File: src/rtl/quad_encoder_tx_if.sv
// Bus between a target source and the quadrature encoder emulator.
// The master issues load/target; the slave returns phases, position and status.
interface quad_encoder_tx_if #(
   parameter int unsigned POS_W = 6
);
   logic [POS_W-1:0] target;
   logic             load;
   logic             enc_a;
   logic             enc_b;
   logic             enc_c;
   logic [POS_W-1:0] position;
   logic             busy;
   logic             done;

   modport master (
      output target, load,
      input  enc_a, enc_b, enc_c, position, busy, done
   );

   modport slave (
      input  target, load,
      output enc_a, enc_b, enc_c, position, busy, done
   );
endinterface

File: src/rtl/quad_encoder_tx.sv
// Quadrature encoder emulator: walks A/B phases from the current position to a
// commanded target by the shortest path, one phase edge every CLK_DIV clocks.
// Optional index output enabled by defining QUAD_ENCODER_TX_INDEX_EN.
module quad_encoder_tx #(
   parameter int unsigned CLK_DIV = 1563,
   parameter int unsigned POS_W   = 6
) (
   input logic              clk,
   input logic              reset_n,
   quad_encoder_tx_if.slave bus
);
   localparam int unsigned PRE_W = $clog2(CLK_DIV);
   localparam logic [PRE_W-1:0] PRE_LAST = PRE_W'(CLK_DIV - 1);
   localparam logic [POS_W-1:0] HALF = POS_W'(1) << (POS_W - 1);

   typedef enum logic [0:0] {IDLE, RUN} state_e;

   state_e           state_q, state_d;
   logic [PRE_W-1:0] presc_q, presc_d;
   logic [1:0]       ph_q, ph_d;       // {a, b}
   logic [POS_W-1:0] pos_q, pos_d;
   logic [POS_W-1:0] tgt_q, tgt_d;
   logic             up_q, up_d;
   logic             busy_q, busy_d;
   logic             done_q, done_d;

   logic [POS_W-1:0] eff_tgt;
   logic [1:0]       ph_step;
   logic [POS_W-1:0] pos_step;

   // Shortest path modulo 2^POS_W; the exact half-way tie goes upward.
   function automatic logic dir_up(input logic [POS_W-1:0] tgt,
                                   input logic [POS_W-1:0] pos);
      logic [POS_W-1:0] d;
      d = tgt - pos;
      return (d != '0) && (d <= HALF);
   endfunction

   // Next-state: prescaler, phase stepping, count boundaries and retargeting.
   always_comb begin
      state_d = state_q;
      presc_d = presc_q;
      ph_d    = ph_q;
      pos_d   = pos_q;
      tgt_d   = tgt_q;
      up_d    = up_q;
      busy_d  = busy_q;
      done_d  = 1'b0;

      // A load coinciding with a completing tick wins that tick's compare.
      eff_tgt  = bus.load ? bus.target : tgt_q;
      ph_step  = up_q ? {~ph_q[0], ph_q[1]} : {ph_q[0], ~ph_q[1]};
      pos_step = up_q ? pos_q + POS_W'(1) : pos_q - POS_W'(1);

      case (state_q)
         IDLE: begin
            if (bus.load) begin
               if (bus.target != pos_q) begin
                  tgt_d   = bus.target;
                  up_d    = dir_up(bus.target, pos_q);
                  presc_d = '0;
                  busy_d  = 1'b1;
                  state_d = RUN;
               end else begin
                  done_d = 1'b1;
               end
            end
         end
         RUN: begin
            if (bus.load) tgt_d = bus.target;
            if (presc_q == PRE_LAST) begin
               presc_d = '0;
               ph_d    = ph_step;
               // Direction only changes once the phase is back at 00.
               if (ph_step == 2'b00) begin
                  pos_d = pos_step;
                  if (pos_step == eff_tgt) begin
                     busy_d  = 1'b0;
                     done_d  = 1'b1;
                     state_d = IDLE;
                  end else begin
                     up_d = dir_up(eff_tgt, pos_step);
                  end
               end
            end else begin
               presc_d = presc_q + PRE_W'(1);
            end
         end
         default: state_d = IDLE;
      endcase
   end

   // State and output registers; reset snaps the phase back to 00.
   always_ff @(posedge clk or negedge reset_n) begin
      if (!reset_n) begin
         state_q <= IDLE;
         presc_q <= '0;
         ph_q    <= 2'b00;
         pos_q   <= '0;
         tgt_q   <= '0;
         up_q    <= 1'b0;
         busy_q  <= 1'b0;
         done_q  <= 1'b0;
      end else begin
         state_q <= state_d;
         presc_q <= presc_d;
         ph_q    <= ph_d;
         pos_q   <= pos_d;
         tgt_q   <= tgt_d;
         up_q    <= up_d;
         busy_q  <= busy_d;
         done_q  <= done_d;
      end
   end

`ifdef QUAD_ENCODER_TX_INDEX_EN
   logic enc_c_q;

   // Index marks position 0 with the phase at rest, one cycle late.
   always_ff @(posedge clk or negedge reset_n) begin
      if (!reset_n) enc_c_q <= 1'b0;
      else          enc_c_q <= (pos_q == '0) && (ph_q == 2'b00);
   end

   assign bus.enc_c = enc_c_q;
`else
   assign bus.enc_c = 1'b0;
`endif

   assign bus.enc_a    = ph_q[1];
   assign bus.enc_b    = ph_q[0];
   assign bus.position = pos_q;
   assign bus.busy     = busy_q;
   assign bus.done     = done_q;
endmodule
File: src/flat_wrapper.sv
// flat-port wrapper written by rule: the top's interface ports become plain ports
module quad_encoder_tx_flat 
#(
   parameter int unsigned CLK_DIV = 1563,
   parameter int unsigned POS_W   = 6
)
  (clk, reset_n, bus_target, bus_load, bus_enc_a, bus_enc_b, bus_enc_c, bus_position, bus_busy, bus_done);
  quad_encoder_tx_if #(.POS_W(POS_W)) bus_i ();
  input logic clk;
  input logic reset_n;
  input wire logic [$bits(bus_i.target)-1:0] bus_target;
  input wire logic [$bits(bus_i.load)-1:0] bus_load;
  output wire logic [$bits(bus_i.enc_a)-1:0] bus_enc_a;
  output wire logic [$bits(bus_i.enc_b)-1:0] bus_enc_b;
  output wire logic [$bits(bus_i.enc_c)-1:0] bus_enc_c;
  output wire logic [$bits(bus_i.position)-1:0] bus_position;
  output wire logic [$bits(bus_i.busy)-1:0] bus_busy;
  output wire logic [$bits(bus_i.done)-1:0] bus_done;
  assign bus_i.target = bus_target;
  assign bus_i.load = bus_load;
  assign bus_enc_a = bus_i.enc_a;
  assign bus_enc_b = bus_i.enc_b;
  assign bus_enc_c = bus_i.enc_c;
  assign bus_position = bus_i.position;
  assign bus_busy = bus_i.busy;
  assign bus_done = bus_i.done;
  quad_encoder_tx #(.CLK_DIV(CLK_DIV), .POS_W(POS_W)) u_core (.clk(clk), .reset_n(reset_n), .bus(bus_i));
endmodule
File: config.mk
export PLATFORM = sky130hd
export DESIGN_NAME = quad_encoder_tx_flat
export DESIGN_NICKNAME = d
export VERILOG_FILES = /design/src/rtl/quad_encoder_tx_if.sv /design/src/rtl/quad_encoder_tx.sv /design/src/flat_wrapper.sv
export SDC_FILE = /design/constraint.sdc
export NUM_CORES = 1
export LEC_CHECK = 0
export CAP_MARGIN = 20
export CORE_MARGIN = 2
export CORE_UTILIZATION = 30
export CTS_BUF_LIST = sky130_fd_sc_hd__clkbuf_4 sky130_fd_sc_hd__clkbuf_8 sky130_fd_sc_hd__clkbuf_16
export CTS_CLUSTER_DIAMETER = 50
export DETAILED_ROUTE_END_ITERATION = 16
export GPL_TIMING_DRIVEN = 0
export SYNTH_ARGS = -nofsm -noshare
export SYNTH_HDL_FRONTEND = slang
export SYNTH_SLANG_ARGS = --single-unit
export TNS_END_PERCENT = 20
File: constraint.sdc
create_clock -name clk -period 8.2 [get_ports clk]
set_input_delay 1.64 -clock clk [delete_from_list [all_inputs] [get_ports clk]]
set_output_delay 1.64 -clock clk [all_outputs]
set_load 0.005 [all_outputs]
### After elaboration in Yosys (flattened, before gate mapping)

Cells that the tools add are included.

* output and inout port bits: 11
* register bits: 29
* logic and storage cells: 71
* input bits: 9

* reduce and logical (&&, ||, !) cells: 10
* add/subtract/negate cells: 5
* bitwise gates (word level): 3
* muxes and demuxes: 34
* order comparisons: 2
* equality and inequality tests: 9

Operator list (count)
* 11-bit 2-to-1 mux: 3
* 6-bit 2-to-1 mux: 4
* 11-bit one-hot mux with 2 select lines: 1
* 1-bit 2-to-1 mux: 20
* 6-bit less-or-equal comparator, second input constant: 2
* 6-bit one-hot mux with 2 select lines: 1
* 6-bit nonzero test: 2
* 6-bit subtractor: 2
* 11-bit by 1-bit adder with 11-bit output, second input constant: 1
* 11-bit == test, second input constant: 1
* 2-bit inequality test, second input constant: 5
* 5-bit AND reduction: 2
* 1-bit one-hot mux with 2 select lines: 4
* 6-bit by 1-bit adder with 6-bit output, second input constant: 1
* 6-bit == test: 1
* 6-bit inequality test: 1
* 6-bit by 1-bit subtractor with 6-bit output, second input constant: 1
* 2-bit AND reduction: 2
* 1-bit inverter: 3
* 3-bit AND reduction: 1
* 1-bit logical AND: 2
* 2-bit zero test: 1
* 2-bit 2-to-1 mux: 1
* 2-bit by 1-bit inequality test with 1-bit output, second input constant: 1

### Longest topological paths before layout

* depth in word-level cells: 9
* mapped depth: 13
* mapped depth without buffers: 13

### Least setup slack after synthesis

Ideal clock, no wire load.

* path type: input to register
* from: in bus_load
* to: reg u_core.up_q
* slack: 4350 ps
* required time: 8066 ps
* arrival time: 3717 ps
* stages: 10
* path buffers: 1
* cells stage by stage: buf_2 mux2_2 ha_1 nor2b_1 o31a_1 o311ai_0 o21ai_0 and3_1 o311ai_1 mux2i_1

* longest elaborated chain between the ends: 8
* elaborated cells on any way between the ends: 13
* those cells by class: add/sub (1); order compare (1); eq/ne (3); mux (5); reduce/logical (3)

RTL lines
* from (decl): line flat_wrapper.sv:12 `input wire logic [$bits(bus_i.load)-1:0] bus_load;`
* 6-bit 2-to-1 mux
* 6-bit subtractor: line quad_encoder_tx.sv:35 `d = tgt - pos;`
* 6-bit less-or-equal comparator / 6-bit nonzero test (equally long branches): line quad_encoder_tx.sv:36 `return (d != '0) && (d <= HALF);`
* 1-bit logical AND: line quad_encoder_tx.sv:36
* 1-bit 2-to-1 mux: line quad_encoder_tx.sv:77 `if (pos_step == eff_tgt) begin`
* 1-bit 2-to-1 mux: line quad_encoder_tx.sv:75 `if (ph_step == 2'b00) begin`
* 1-bit 2-to-1 mux: line quad_encoder_tx.sv:71 `if (presc_q == PRE_LAST) begin`
* 1-bit one-hot mux with 2 select lines: line quad_encoder_tx.sv:55 `case (state_q)`
* to (signal assigned): line quad_encoder_tx.sv:110 `up_q <= up_d;`
* to (decl): line quad_encoder_tx.sv:23 `logic up_q, up_d;`

Several ways; a longest one is shown, not always the timed one. The select of a mux whose other input is x is not followed.
A chain may end at the register's enable or synchronous reset.

### Worst setup path in the final report

* from: in bus_target[1]
* to: reg u_core.up_q

* longest elaborated chain between the ends: 8
* elaborated cells on any way between the ends: 20
* those cells by class: add/sub (2); order compare (2); eq/ne (4); mux (7); reduce/logical (5)

RTL lines
* from (decl): line flat_wrapper.sv:11 `input wire logic [$bits(bus_i.target)-1:0] bus_target;`
* 6-bit 2-to-1 mux
* 6-bit subtractor: line quad_encoder_tx.sv:35
* 6-bit less-or-equal comparator / 6-bit nonzero test (equally long branches): line quad_encoder_tx.sv:36
* 1-bit logical AND: line quad_encoder_tx.sv:36
* 1-bit 2-to-1 mux: line quad_encoder_tx.sv:77
* 1-bit 2-to-1 mux: line quad_encoder_tx.sv:75
* 1-bit 2-to-1 mux: line quad_encoder_tx.sv:71
* 1-bit one-hot mux with 2 select lines: line quad_encoder_tx.sv:55

Several ways; a longest one is shown, not always the timed one. The select of a mux whose other input is x is not followed.

==> flow_summary.ini <==
[sta]
rsz_0062_raised_after_global_routing = false
fin_skew_ns = 0.00593
worst_slew_margin_rel_pct = 55.9
clock.fmax_ghz = 0.253
min_period_over_period_pct = 48.2
period_needed_ns = 3.95
timing_worst_slew_pin_value_ns = 0.662
maxSlewViolCount = 0
tns_ns = 0
final_hold_viols = 0
setup_viol_count_final = 0

[final_layout]
instances_no_fill = 325
finish.net_count = 270
num_antenna_cells = 0
final_layout_size_suffix_gt1_share_pct = 13.5
layout-area-overhead-vs-synth_pct = 18.8
fillerInstances = 673
most-common-layout-cells = o21ai_0 (29), dfrtp_1 (29), ha_1 (16), clkdlybuf4s50_1 (16), nand2_1 (15)

[synth]
yosys_warnings = 0
most_area_hungry_cell_type_in_the_yosys_netlist = dfrtp_1
number_of_flip_flops_and_latches_in_the_synthesized_netlist = 29
yosys_most_used_dff = dfrtp_1
post_synth_inst_count = 220
synth.top_cell.area_share_pct = 35.4
ys_async_sr_fraction_pct = 100
netlist_top_cells_area = dfrtp_1 (35%), ha_1 (9.8%), o21ai_0 (7.1%)
synthesis.area_per_instance_um2 = 9.32
mappedNetlistNets = 246
synth_edf_count = 0
yosysSeqAreaShare_pct = 35.4
yosysUniqueCellTypes = 49
area_of_the_mapped_netlist_um2 = 2050

[worst_setup_path]
critical_path_required_ns = 8.36
crit_fanout = 3
cp_cell_sequence = clkdlybuf4s50_1 > mux2_2 > ha_1 > nor2b_1 > o31a_1 > o311ai_0 > o21ai_0 > and3_1 > o311ai_1 > mux2i_1
ff2ff_setup_slack_ns = 4.80
start_kind = input pin
critical_path.reg2reg.startpoint = u_core.up_q$_DFFE_PN0P_
cp.arrival_ns = 4.11
cp.buffers_inverters = 1
worst_path_largest_cell_delay_ns = 0.44
timing.setup.critical_path_class = in2reg
critPathCaptureType = flip-flop
reg2regPathDepth = 13
critical-path-top-delay-family = compound AO/OA/AOI/OAI gates
critical_path.reg2reg.endpoint = u_core.up_q$_DFFE_PN0P_
critical-path-slowest-cell = clkdlybuf4s50_1

[grt]
antenna_found_initial = 0
grt_usage_pct = 12.5
grt_start_max_net_pins = 30
first_global_vias = 1610
grt_overflow_total = 0
wire_length_of_the_first_global_routing_pass_mm = 7.38

[placement]
place.detailed.hpwl_mm = 3.30
gpl.final_weighted_congestion = 0.824
place_inst = 317
portBuffers = 17

[floorplanning]
dieWidth_um = 86.7
top_ports = 20
fp.dieArea_um2 = 7510
row_count = 30
core-area_um2 = 6720
starting_density_of_the_core_pct = 30.5
dieHeight_um = 86.7

[min_path]
min_delay_worst_endpoint = u_core.tgt_q[0]$_DFFE_PN0P_
min_from = u_core.tgt_q[0]$_DFFE_PN0P_
hold_depth = 2
hold_path.class = reg2reg

[run]
cap_violations = 0

[clock_tree]
cts-buffers-inserted = 5
clk-insertion-delay-late_ns = 0.28
post_cts_hold_buffer_count = 0
cts_setup_buffers = 0
cts-htree-levels = 2
tritoncts = built
cts.sink_count = 29
ctsResizeCount = 0
worst_setup_hold_path_clk_slew_ns = 0.07
cts_buffer_depth = 2
cts-root-buf = clkbuf_8

[route]
viasPerCell = 5.06
drt_first_pass_iters = 4
final_antenna_net_count = 0
detailroute.via_count = 1645
detail_route.iter0.violations = 103
route.detailed.wl_per_inst_um = 13.3
drt_drc_violations_left = 0
final_wirelength_mm = 4.32

[power]
power.leakage_uw = 0.00101
worst_ir_drop_vdd_v = 0.0000658
power.density_cell_area_nw_per_um2 = 208

[status]
outcome = finished clean
how the worst max path moves through the flow:
stage	start	to	slack (ns)	depth (start not counted)
2_1_floorplan	bus_load	u_core.up_q$_DFFE_PN0P_	4.35	10
3_3_place_gp	bus_target[1]	u_core.up_q$_DFFE_PN0P_	4.00	10
3_5_place_dp	bus_target[1]	u_core.up_q$_DFFE_PN0P_	3.94	10
4_1_cts	bus_target[1]	u_core.up_q$_DFFE_PN0P_	4.24	10
5_1_grt	bus_target[1]	u_core.up_q$_DFFE_PN0P_	4.01	10
6_report	bus_target[1]	u_core.up_q$_DFFE_PN0P_	4.25	10
power breakdown:
group	leakage [µW]	switching, µW	internal (µW)
sequential	0.000365	29.2	168
clock	0.0000619	57.2	102
combinational	0.000583	78.9	71.4
total	0.00101	165	342
cells in the mapped netlist (all sizes together) (6+ instances only):
library cell,number
o21ai,31
dfrtp,29
ha,16
nand2,16
inv,13
a21oi,11
mux2,10
nor2,10
nor2b,7
xnor2,7
xor2,7
mux2i,6
nand3,6
stage by stage:
stage               worst slack (ns)  util, %  instance area (µm²)  hold slack (ns)  power (µW)
floorplan                       4.35        -                 2050            0.449         308
finish                          4.25     36.3                 2440            0.487         507
detailed placement              3.94     34.5                 2320            0.471         350
CTS                             4.24     36.3                 2440            0.485         510
global route                    4.01     36.3                 2440            0.508         542
global placement                4.00     34.5                 2320            0.462         344
state kept, by name, indices dropped and copies added (netlist names):
register	flops
u_core.presc_q	11
u_core.ph_q	2
u_core.state_q	1
u_core.tgt_q	6
u_core.bus.busy	1
u_core.up_q	1
u_core.bus.position	6
u_core.bus.done	1
worst min-delay path: cells and delay by family, from the launching register on:
family	cells	cell delay, ns
compound gates	1	0.06
flops	1	0.35
simple gates	1	0.05
cell type report:
cell class	count	area (µm²)	area share, %
Buffer	6	43.8	1.80
Clock buffer	7	90.1	3.70
Clock inverter	1	30.0	1.23
Inverter	13	51.3	2.11
Multi-Input combinational cell	172	1230	50.5
Sequential cell	29	726	29.8
Tap cell	80	100	4.11
Timing Repair Buffer	17	165	6.78
cell families (layout without fill, tap and decap cells):
kind of cell / Yosys count / in the layout / synth area share [%]
AOI/OAI and AO/OA: 62 / 62 / 17.9
buffers and inverters: 19 / 44 / 4.64
muxes: 16 / 16 / 8.42
and+or+nand+nor: 62 / 62 / 16.7
other: 1 / 1 / 0.183
DFF: 29 / 29 / 35.4
xor gates and xnor gates: 14 / 14 / 5.98
adders and majority gates: 17 / 17 / 10.7
layer usage:
layer / share of wire, % / wire (µm) / vias up / GRT usage [%]
met1: 51 / 2210 / 767 / 17.5
met2: 43 / 1870 / 27 / 18.9
met5: 0 / 0 / - / 0
met3: 3.5 / 153 / 8 / 2.76
li1: - / - / 843 / -
met4: 2.0 / 87 / 0 / 4.83
Power figures use the tool's default switching activity.
